### src/rtl/raytrace_pkg.sv
// Shared types and constants for the ray-trace output path: float field layout,
// default frame geometry and the RGB565 pixel format.
package raytrace_pkg;
  localparam int EXP_W     = 8;
  localparam int MANT_W    = 23;
  localparam int EXP_BIAS  = 127;
  localparam int DEF_H_RES = 1280;
  localparam int DEF_V_RES = 720;

  typedef struct packed {
    logic [4:0] r;
    logic [5:0] g;
    logic [4:0] b;
  } rgb565_t;

  function automatic rgb565_t pack565(input logic [7:0] r8, input logic [7:0] g8,
                                      input logic [7:0] b8);
    rgb565_t p;
    p.r = r8[7:3];
    p.g = g8[7:2];
    p.b = b8[7:3];
    return p;
  endfunction
endpackage

### src/rtl/float_to_u8.sv
// Maps an IEEE-754 single in [0.0, 1.0] to an 8-bit channel value, saturating
// above 1.0 and flushing negatives, denormals and NaN to zero.
module float_to_u8 import raytrace_pkg::*; (
  input  logic [31:0] f,
  output logic [7:0]  u8
);
  logic             sign;
  logic [EXP_W-1:0] e;
  logic [MANT_W-1:0] mant;
  logic [MANT_W:0]  sig;
  logic [4:0]       sh;

  assign sign = f[31];
  assign e    = f[MANT_W +: EXP_W];
  assign mant = f[MANT_W-1:0];
  assign sig  = {1'b1, mant};

  always_comb begin
    u8 = '0;
    sh = 5'(8'd142 - e);
    if (sign || e == '0)              u8 = '0;
    else if (e == '1)                 u8 = (mant == '0) ? 8'hFF : 8'h00;
    else if (e >= 8'(EXP_BIAS))       u8 = 8'hFF;
    else if (e < 8'(EXP_BIAS - 8))    u8 = '0;
    // 1.0 would land at bit 8, so exponents 119..126 map onto the low byte
    else                              u8 = 8'(sig >> sh);
  end
endmodule

### src/rtl/pixel_color_writer.sv
// Converts float RGB triples to RGB565, buffers them in a small FWFT FIFO and
// writes them to the frame buffer in raster order over a valid/ready port.
module pixel_color_writer import raytrace_pkg::*; #(
  parameter  int H_RES      = DEF_H_RES,
  parameter  int V_RES      = DEF_V_RES,
  parameter  int FIFO_DEPTH = 8,
  localparam int ADDR_W     = $clog2(H_RES * V_RES)
) (
  input  logic              clk_in,
  input  logic              rst_in,
  input  logic [31:0]       r_in,
  input  logic [31:0]       g_in,
  input  logic [31:0]       b_in,
  input  logic              rgb_valid_in,
  output logic              ready_out,
  output logic [ADDR_W-1:0] fb_addr_out,
  output logic [15:0]       fb_data_out,
  output logic              fb_we_out,
  input  logic              fb_ready_in,
  output logic              frame_done_out,
  output logic              overflow_out
);
  localparam int PTR_W = $clog2(FIFO_DEPTH);
  localparam int CNT_W = PTR_W + 1;
  localparam int XW    = (H_RES > 1) ? $clog2(H_RES) : 1;
  localparam int YW    = (V_RES > 1) ? $clog2(V_RES) : 1;
  localparam logic [CNT_W:0] READY_MAX = (CNT_W+1)'(FIFO_DEPTH - 2);
  localparam logic [CNT_W-1:0] FULL_CNT = CNT_W'(FIFO_DEPTH);

  logic [7:0] r8, g8, b8;
  float_to_u8 u_r (.f(r_in), .u8(r8));
  float_to_u8 u_g (.f(g_in), .u8(g8));
  float_to_u8 u_b (.f(b_in), .u8(b8));

  rgb565_t           s1_data;
  logic              s1_vld;
  rgb565_t           mem [FIFO_DEPTH];
  logic [PTR_W-1:0]  wr_ptr, rd_ptr;
  logic [CNT_W-1:0]  count;
  logic [CNT_W:0]    occ;
  logic [XW-1:0]     x;
  logic [YW-1:0]     y;
  logic [ADDR_W-1:0] addr;
  logic              ready_en, overflow;
  logic              full, pop, push, last;

  assign full           = (count == FULL_CNT);
  assign fb_we_out      = (count != '0);
  assign fb_data_out    = fb_we_out ? mem[rd_ptr] : '0;
  assign pop            = fb_we_out && fb_ready_in;
  // a pop in the same cycle frees the slot, so a full FIFO still accepts
  assign push           = s1_vld && (!full || pop);
  assign last           = (x == XW'(H_RES - 1)) && (y == YW'(V_RES - 1));
  assign frame_done_out = pop && last;
  assign fb_addr_out    = addr;
  assign overflow_out   = overflow;
  assign occ            = {1'b0, count} + {{CNT_W{1'b0}}, s1_vld};
  assign ready_out      = ready_en && (occ <= READY_MAX);

  always_ff @(posedge clk_in or negedge rst_in) begin
    if (!rst_in) begin
      s1_vld  <= 1'b0;
      s1_data <= '0;
    end else begin
      s1_vld <= rgb_valid_in;
      if (rgb_valid_in) s1_data <= pack565(r8, g8, b8);
    end
  end

  always_ff @(posedge clk_in) begin
    if (push) mem[wr_ptr] <= s1_data;
  end

  always_ff @(posedge clk_in or negedge rst_in) begin
    if (!rst_in) begin
      wr_ptr   <= '0;
      rd_ptr   <= '0;
      count    <= '0;
      overflow <= 1'b0;
      ready_en <= 1'b0;
    end else begin
      ready_en <= 1'b1;
      if (push) wr_ptr <= wr_ptr + 1'b1;
      if (pop)  rd_ptr <= rd_ptr + 1'b1;
      case ({push, pop})
        2'b10:   count <= count + 1'b1;
        2'b01:   count <= count - 1'b1;
        default: ;
      endcase
      if (s1_vld && !push) overflow <= 1'b1;
    end
  end

  // running raster address avoids a y*H_RES multiply
  always_ff @(posedge clk_in or negedge rst_in) begin
    if (!rst_in) begin
      x    <= '0;
      y    <= '0;
      addr <= '0;
    end else if (pop) begin
      if (last) begin
        x    <= '0;
        y    <= '0;
        addr <= '0;
      end else if (x == XW'(H_RES - 1)) begin
        x    <= '0;
        y    <= y + 1'b1;
        addr <= addr + 1'b1;
      end else begin
        x    <= x + 1'b1;
        addr <= addr + 1'b1;
      end
    end
  end
endmodule

### config.mk
export PLATFORM = sky130hd
export DESIGN_NAME = pixel_color_writer
export DESIGN_NICKNAME = d
export VERILOG_FILES = /design/src/rtl/raytrace_pkg.sv /design/src/rtl/float_to_u8.sv /design/src/rtl/pixel_color_writer.sv
export SDC_FILE = /design/constraint.sdc
export NUM_CORES = 1
export LEC_CHECK = 0
export ABC_AREA = 1
export BUFFER_PORTS_ARGS = -buffer_cell sky130_fd_sc_hd__buf_2
export CAP_MARGIN = 25
export CORE_MARGIN = 1
export CORE_UTILIZATION = 60
export CTS_BUF_LIST = sky130_fd_sc_hd__clkbuf_16
export CTS_CLUSTER_SIZE = 24
export DETAILED_ROUTE_END_ITERATION = 7
export PLACE_DENSITY = 0.91
export SKIP_CTS_REPAIR_TIMING = 1
export SLEW_MARGIN = 20
export SYNTH_ARGS = -nofsm -noshare
export SYNTH_HDL_FRONTEND = slang
export SYNTH_HIERARCHICAL = 1
export SYNTH_SLANG_ARGS = --single-unit
### constraint.sdc
create_clock -name clk_in -period 2.4 [get_ports clk_in]
set_input_delay 0.24 -clock clk_in [delete_from_list [all_inputs] [get_ports clk_in]]
set_output_delay 0.24 -clock clk_in [all_outputs]
set_load 0.01 [all_outputs]
==> flow_metrics.env, run 1 <==
export IMPL_wl_per_cell_um=15.0
export IMPL_critPathArrivalTime_ns=2.08
export IMPL_synth_cells=1506
export IMPL_cp_start_kind="flop"
export IMPL_ctsHtreeMaxLevel=4
export IMPL_cp_required_ns=2.16
export IMPL_cpLargestDelayFamily="buffers and inverters"
export IMPL_avgSynthCellArea_sq_um=8.01
export IMPL_rows=51
export IMPL_setup_viol=0
export IMPL_p_leak_uw=0.00599
export IMPL_wl_um=28600
export IMPL_final_layout_size_suffix_gt1_share_pct=17.3
export IMPL_fin_nets=1745
export IMPL_fin_ws_ns=0.0785
export IMPL_status="finished clean"
export IMPL_areaGrowthSynthToFinish_pct=11.8
export IMPL_rr_worst_depth=13
export IMPL_grt_pass1_vias=10200
export IMPL_ant_nets=0
export IMPL_worstSetupPathType="flop to output port"
export IMPL_worst_ir_drop_vdd_uv=661
export IMPL_drt_iter0_drc=957
export IMPL_cp_cell_sequence="inv_1 > buf_4 > nor2_1 > o21ai_0 > o21ai_0 > nor2_1 > buf_2"
export IMPL_use_met1_pct=36.3
export IMPL_vias=11100
export IMPL_via_per_inst=5.81
export IMPL_dp_hpwl_um=19400
export IMPL_hp_class="input port to flop"
export IMPL_powerDensity_nw_per_um2=885
export IMPL_finalSetupTns_ns=0
export IMPL_worstMarginPinSlew_ns=0.612
export IMPL_drt_first_pass_iters=5
export IMPL_whs_ns=0.143
export IMPL_yosysWarningCount=6
export IMPL_cp_end_kind="output port"
export IMPL_dieArea_sq_um=20700
export IMPL_numClockSinks=198
export IMPL_hold_path_depth=1
export IMPL_worstPathMaxFanout=29
export IMPL_clkTransAtPathRegs_ns=0.06
export IMPL_antennaDiodeCount=0
export IMPL_start_util_pct=61.6
export IMPL_drc=0
export IMPL_grt_max_degree=71
export IMPL_slowest_stage="dfrtp_1"
export IMPL_path_depth=7
export IMPL_hold_viol=0
export IMPL_drv_cap=0
export IMPL_fin_worst_skew_ns=0.00625
export IMPL_period_minus_slack_ns=2.32
export IMPL_slew_headroom_pct=59.2
export IMPL_die_h_um=144
export IMPL_numCtsBuffers=17
export IMPL_slowest_delay_ns=0.41
export IMPL_coreArea_sq_um=19600
export IMPL_clock_latency_ns=0.43
export IMPL_rsz0062_at_grt="no"
export IMPL_place_congestion=0.917
export IMPL_timing_final_crit_share_pct=96.7
export IMPL_nFillCells=1469
export IMPL_syn_area_sq_um=12100
export IMPL_dpl_worst_slack_ns=0.283
export IMPL_grt_pass1_wl_um=47300
export IMPL_grt_ovfl_total=0
export IMPL_io_buffers=139
export IMPL_ioPinCount=140
export IMPL_top_usage_layer="met2"
export IMPL_grt_usage_pct=28.9
export IMPL_synth_nets=1625
export IMPL_gr_usage_met3_pct=3.87
export IMPL_clockBufferDepth=2
export IMPL_max_freq_mhz=431
export IMPL_crit_buf_inv=3
export IMPL_cts_tree="yes"
export IMPL_use_met2_pct=49.6
export IMPL_die_w_um=144
export IMPL_slew_viol_final=0
export IMPL_antenna_found_initial=0
export IMPL_root_buffer="clkbuf_16"
placed cells by master (no fill, tap or decap), types with 6 or more instances in the layout:
master and n:
o21ai_0 115, buf_2 139, inv_1 63, nand2_1 357
nand3_1 249, nor3_1 21, inv_2 12, buf_4 31
edfxtp_1 128, a21oi_1 48, nand2_4 10, nor2_2 8
nor2_1 225, clkbuf_16 17, xor2_1 14, inv_4 7
ha_1 18, mux2_2 16, or2_2 8, nor2_4 6
dfrtp_1 70, nand4_1 16, o21ai_1 11
flip-flops by register name (all words and copies together) (netlist names):
name and count:
rd_ptr 3, ready_en 1, s1_vld 1, overflow_out 1, y 10, fb_addr_out 20
s1_data 16, x 11, count 4, wr_ptr 3, mem 128
stage by stage:
step,area [sq um],power (uW),std cells,util [%]
floorplan,12100,7520,1506,-
global placement,12900,8750,1871,65.6
detailed placement,12900,8940,1871,65.6
CTS,13500,11900,1902,68.7
global route,13500,12700,1903,68.9
finish,13500,11900,1903,68.9
worst paths after layout:
kind / slack, ns / endpoint / start
max: 0.08 / fb_data_out[4] / rd_ptr[0]$_DFFE_PN0P_
min: 0.14 / s1_vld$_DFF_PN0_ / rgb_valid_in
max reg2reg: 0.34 / count[3]$_DFFE_PN0P_ / count[0]$_DFFE_PN0P_
min reg2reg: 0.49 / overflow_out$_DFFE_PN0P_ / overflow_out$_DFFE_PN0P_
max in group asynchronous: 1.68 / s1_data[9]$_DFFE_PN0P_ / rst_in
min in group asynchronous: 0.36 / fb_addr_out[11]$_DFFE_PN0P_ / rst_in
report_power, final:
| group | total [uW] | switching, uW | internal [uW] |
|---|---|---|---|
| combinational | 4350 | 2870 | 1490 |
| sequential | 4640 | 385 | 4260 |
| clock | 2940 | 1210 | 1730 |
cell type report:
cell class              count  area, sq um  area share, %
inverters                  82          325           2.41
multi-input cells        1154         5650           41.9
flip-flops and latches    198         5600           41.5
well taps                 265          332           2.46
clock buffers              17          425           3.15
clock inverters            14          184           1.36
repair buffers            173          978           7.25
layer usage:
layer  share of wire, %  wire length, um
met5                  0                0
met4                2.6              749
met3                7.1             2030
met2                 50            14200
met1                 41            11600
worst reg2reg max path, stage by stage, from the launching register on:
cell and delay, ns:
dfrtp_1 0.44, nor2_1 0.18, nand2_2 0.09, nand2_4 0.08, inv_4 0.03, nand2_1 0.13, inv_1 0.10, ha_1 0.32
a21oi_1 0.20, nand3_1 0.09, nand2_1 0.10, nand3_1 0.08, nand2_1 0.09, inv_1 0.04
Power figures use the tool's default switching activity.
==> run 2, diff against run 1 <==
- CORE_UTILIZATION: 60 -> 40
- PLACE_DENSITY: 0.91 -> 0.68
==> run 2 against run 1 <==
Effect of this change:
- design area increased by 0.96%
- sequential cell count unchanged
- via count is 3.2% lower
- combinational power barely moved
- setup slack improved by 0.098 ns
- final cell count rose by 6.6%
- routed wire length rose by 3.7%
- clock-buffer cell count did not move
==> flow_metrics.env, run 2 (synthesis results as in run 1) <==
export IMPL_status="finished clean"
export IMPL_slew_viol_final=0
export IMPL_finalSetupTns_ns=0
export IMPL_via_per_inst=5.28
export IMPL_wl_per_cell_um=14.6
export IMPL_worstMarginPinSlew_ns=0.627
export IMPL_place_congestion=0.906
export IMPL_total_power_uw=11800
export IMPL_clock_latency_ns=0.44
export IMPL_drt_iter0_drc=997
export IMPL_grt_pass1_vias=9665
export IMPL_period_minus_slack_ns=2.22
export IMPL_slowest_stage="dfrtp_1"
export IMPL_numClockSinks=198
export IMPL_die_w_um=176
export IMPL_p_switching_uw=4560
export IMPL_hold_viol=0
export IMPL_start_util_pct=40.7
export IMPL_rsz0062_at_grt="no"
export IMPL_layout_cells_most_common="nand2_1"
export IMPL_drc=0
export IMPL_numCtsBuffers=17
export IMPL_largest_reg_flops=128
export IMPL_clockBufferDepth=2
export IMPL_ff2ff_setup_slack_ns=0.35
export IMPL_antennaDiodeCount=0
export IMPL_drt_first_pass_iters=5
export IMPL_grt_ovfl_total=0
export IMPL_cp_required_ns=2.16
export IMPL_slowest_delay_ns=0.45
export IMPL_internal_power_uw=7230
export IMPL_cp_cell_sequence="nor2_1 > nand2_2 > nand2_4 > buf_4 > nor2_4 > nand3_2 > inv_1 > buf_2"
export IMPL_timing_final_crit_share_pct=92.6
export IMPL_fin_nets=1744
export IMPL_crit_buf_inv=3
export IMPL_post_route_util_pct=46.0
export IMPL_p_sw_share_pct=38.7
export IMPL_critPathArrivalTime_ns=1.98
export IMPL_cpLargestDelayFamily="simple AND/OR/NAND/NOR gates"
export IMPL_clkPwrFrac_pct=23.6
export IMPL_dp_hpwl_um=20500
export IMPL_slew_headroom_pct=58.2
export IMPL_coreArea_sq_um=29600
export IMPL_areaGrowthSynthToFinish_pct=12.9
export IMPL_fin_worst_skew_ns=0.00975
export IMPL_cp_end_kind="output port"
export IMPL_final_area_sq_um=13600
export IMPL_p_seq_share_pct=39.3
export IMPL_grt_usage_pct=19.7
export IMPL_rows=63
export IMPL_clkTransAtPathRegs_ns=0.07
export IMPL_root_buffer="clkbuf_16"
export IMPL_ioPinCount=140
export IMPL_dieArea_sq_um=30900
export IMPL_grt_max_degree=67
export IMPL_worstPathMaxFanout=18
export IMPL_regMostFlops="mem"
export IMPL_combPwrFrac_pct=37.1
export IMPL_worstSetupPathType="flop to output port"
export IMPL_wl_um=29600
export IMPL_io_buffers=139
export IMPL_drv_cap=0
export IMPL_max_freq_mhz=450
export IMPL_worst_ir_drop_vdd_uv=626
export IMPL_setup_viol=0
export IMPL_p_leak_uw=0.00599
export IMPL_grt_pass1_wl_um=48700
export IMPL_cts_tree="yes"
export IMPL_layout_common_cells="nand2_1, nand3_1, nor2_1, buf_2, edfxtp_1"
export IMPL_ant_nets=0
export IMPL_vias=10700
export IMPL_nFillCells=2931
export IMPL_hp_class="input port to flop"
export IMPL_ctsHtreeMaxLevel=4
export IMPL_cp_start_kind="flop"
export IMPL_powerDensity_nw_per_um2=866
export IMPL_antenna_found_initial=0
export IMPL_die_h_um=176
export IMPL_placement_cell_area_sq_um=13000
export IMPL_final_layout_size_suffix_gt1_share_pct=17.3
run 2: power by group through the flow:
stage               combinational [uW]  clock, uW  sequential (uW)
finish                            4380       2780             4630
global route                      4950       2980             4700
CTS                               4410       2840             4630
detailed placement                4390          0             4700
global placement                  4320          0             4680
floorplan                         2900          0             4610
run 2: per-layer routing:
metal	wire [um]	GRT usage [%]	vias up
li1	-	-	5328
met1	13400	26.6	5030
met2	14500	33.4	321
met3	1380	2.68	24
met4	347	4.46	0
met5	0	0	-
run 2: final timing paths:
kind,startpoint,endpoint,depth (start not counted)
min reg2reg,overflow_out$_DFFE_PN0P_,overflow_out$_DFFE_PN0P_,1
min in group asynchronous,rst_in,s1_data[9]$_DFFE_PN0P_,2
max,count[1]$_DFFE_PN0P_,frame_done_out,8
min,rgb_valid_in,s1_vld$_DFF_PN0_,1
max in group asynchronous,rst_in,fb_addr_out[3]$_DFFE_PN0P_,3
max reg2reg,count[1]$_DFFE_PN0P_,count[3]$_DFFE_PN0P_,13
run 2: through the flow:
step / cells / hold slack [ns] / setup slack [ns]
3_3_place_gp: 1995 / 0.246 / 0.328
6_report: 2028 / 0.159 / 0.177
4_1_cts: 2027 / -0.224 / 0.0769
5_1_grt: 2028 / 0.172 / 0.0270
2_1_floorplan: 1506 / -0.0556 / 0.332
3_5_place_dp: 1995 / 0.250 / 0.267
run 2: area by class of cell:
type	count	area, sq um	share of cell area [%]
Sequential cell	198	5600	41.1
Clock buffer	17	425	3.12
Timing Repair Buffer	172	986	7.24
Inverter	82	325	2.39
Tap cell	390	488	3.58
Multi-Input combinational cell	1154	5650	41.5
Clock inverter	15	153	1.12
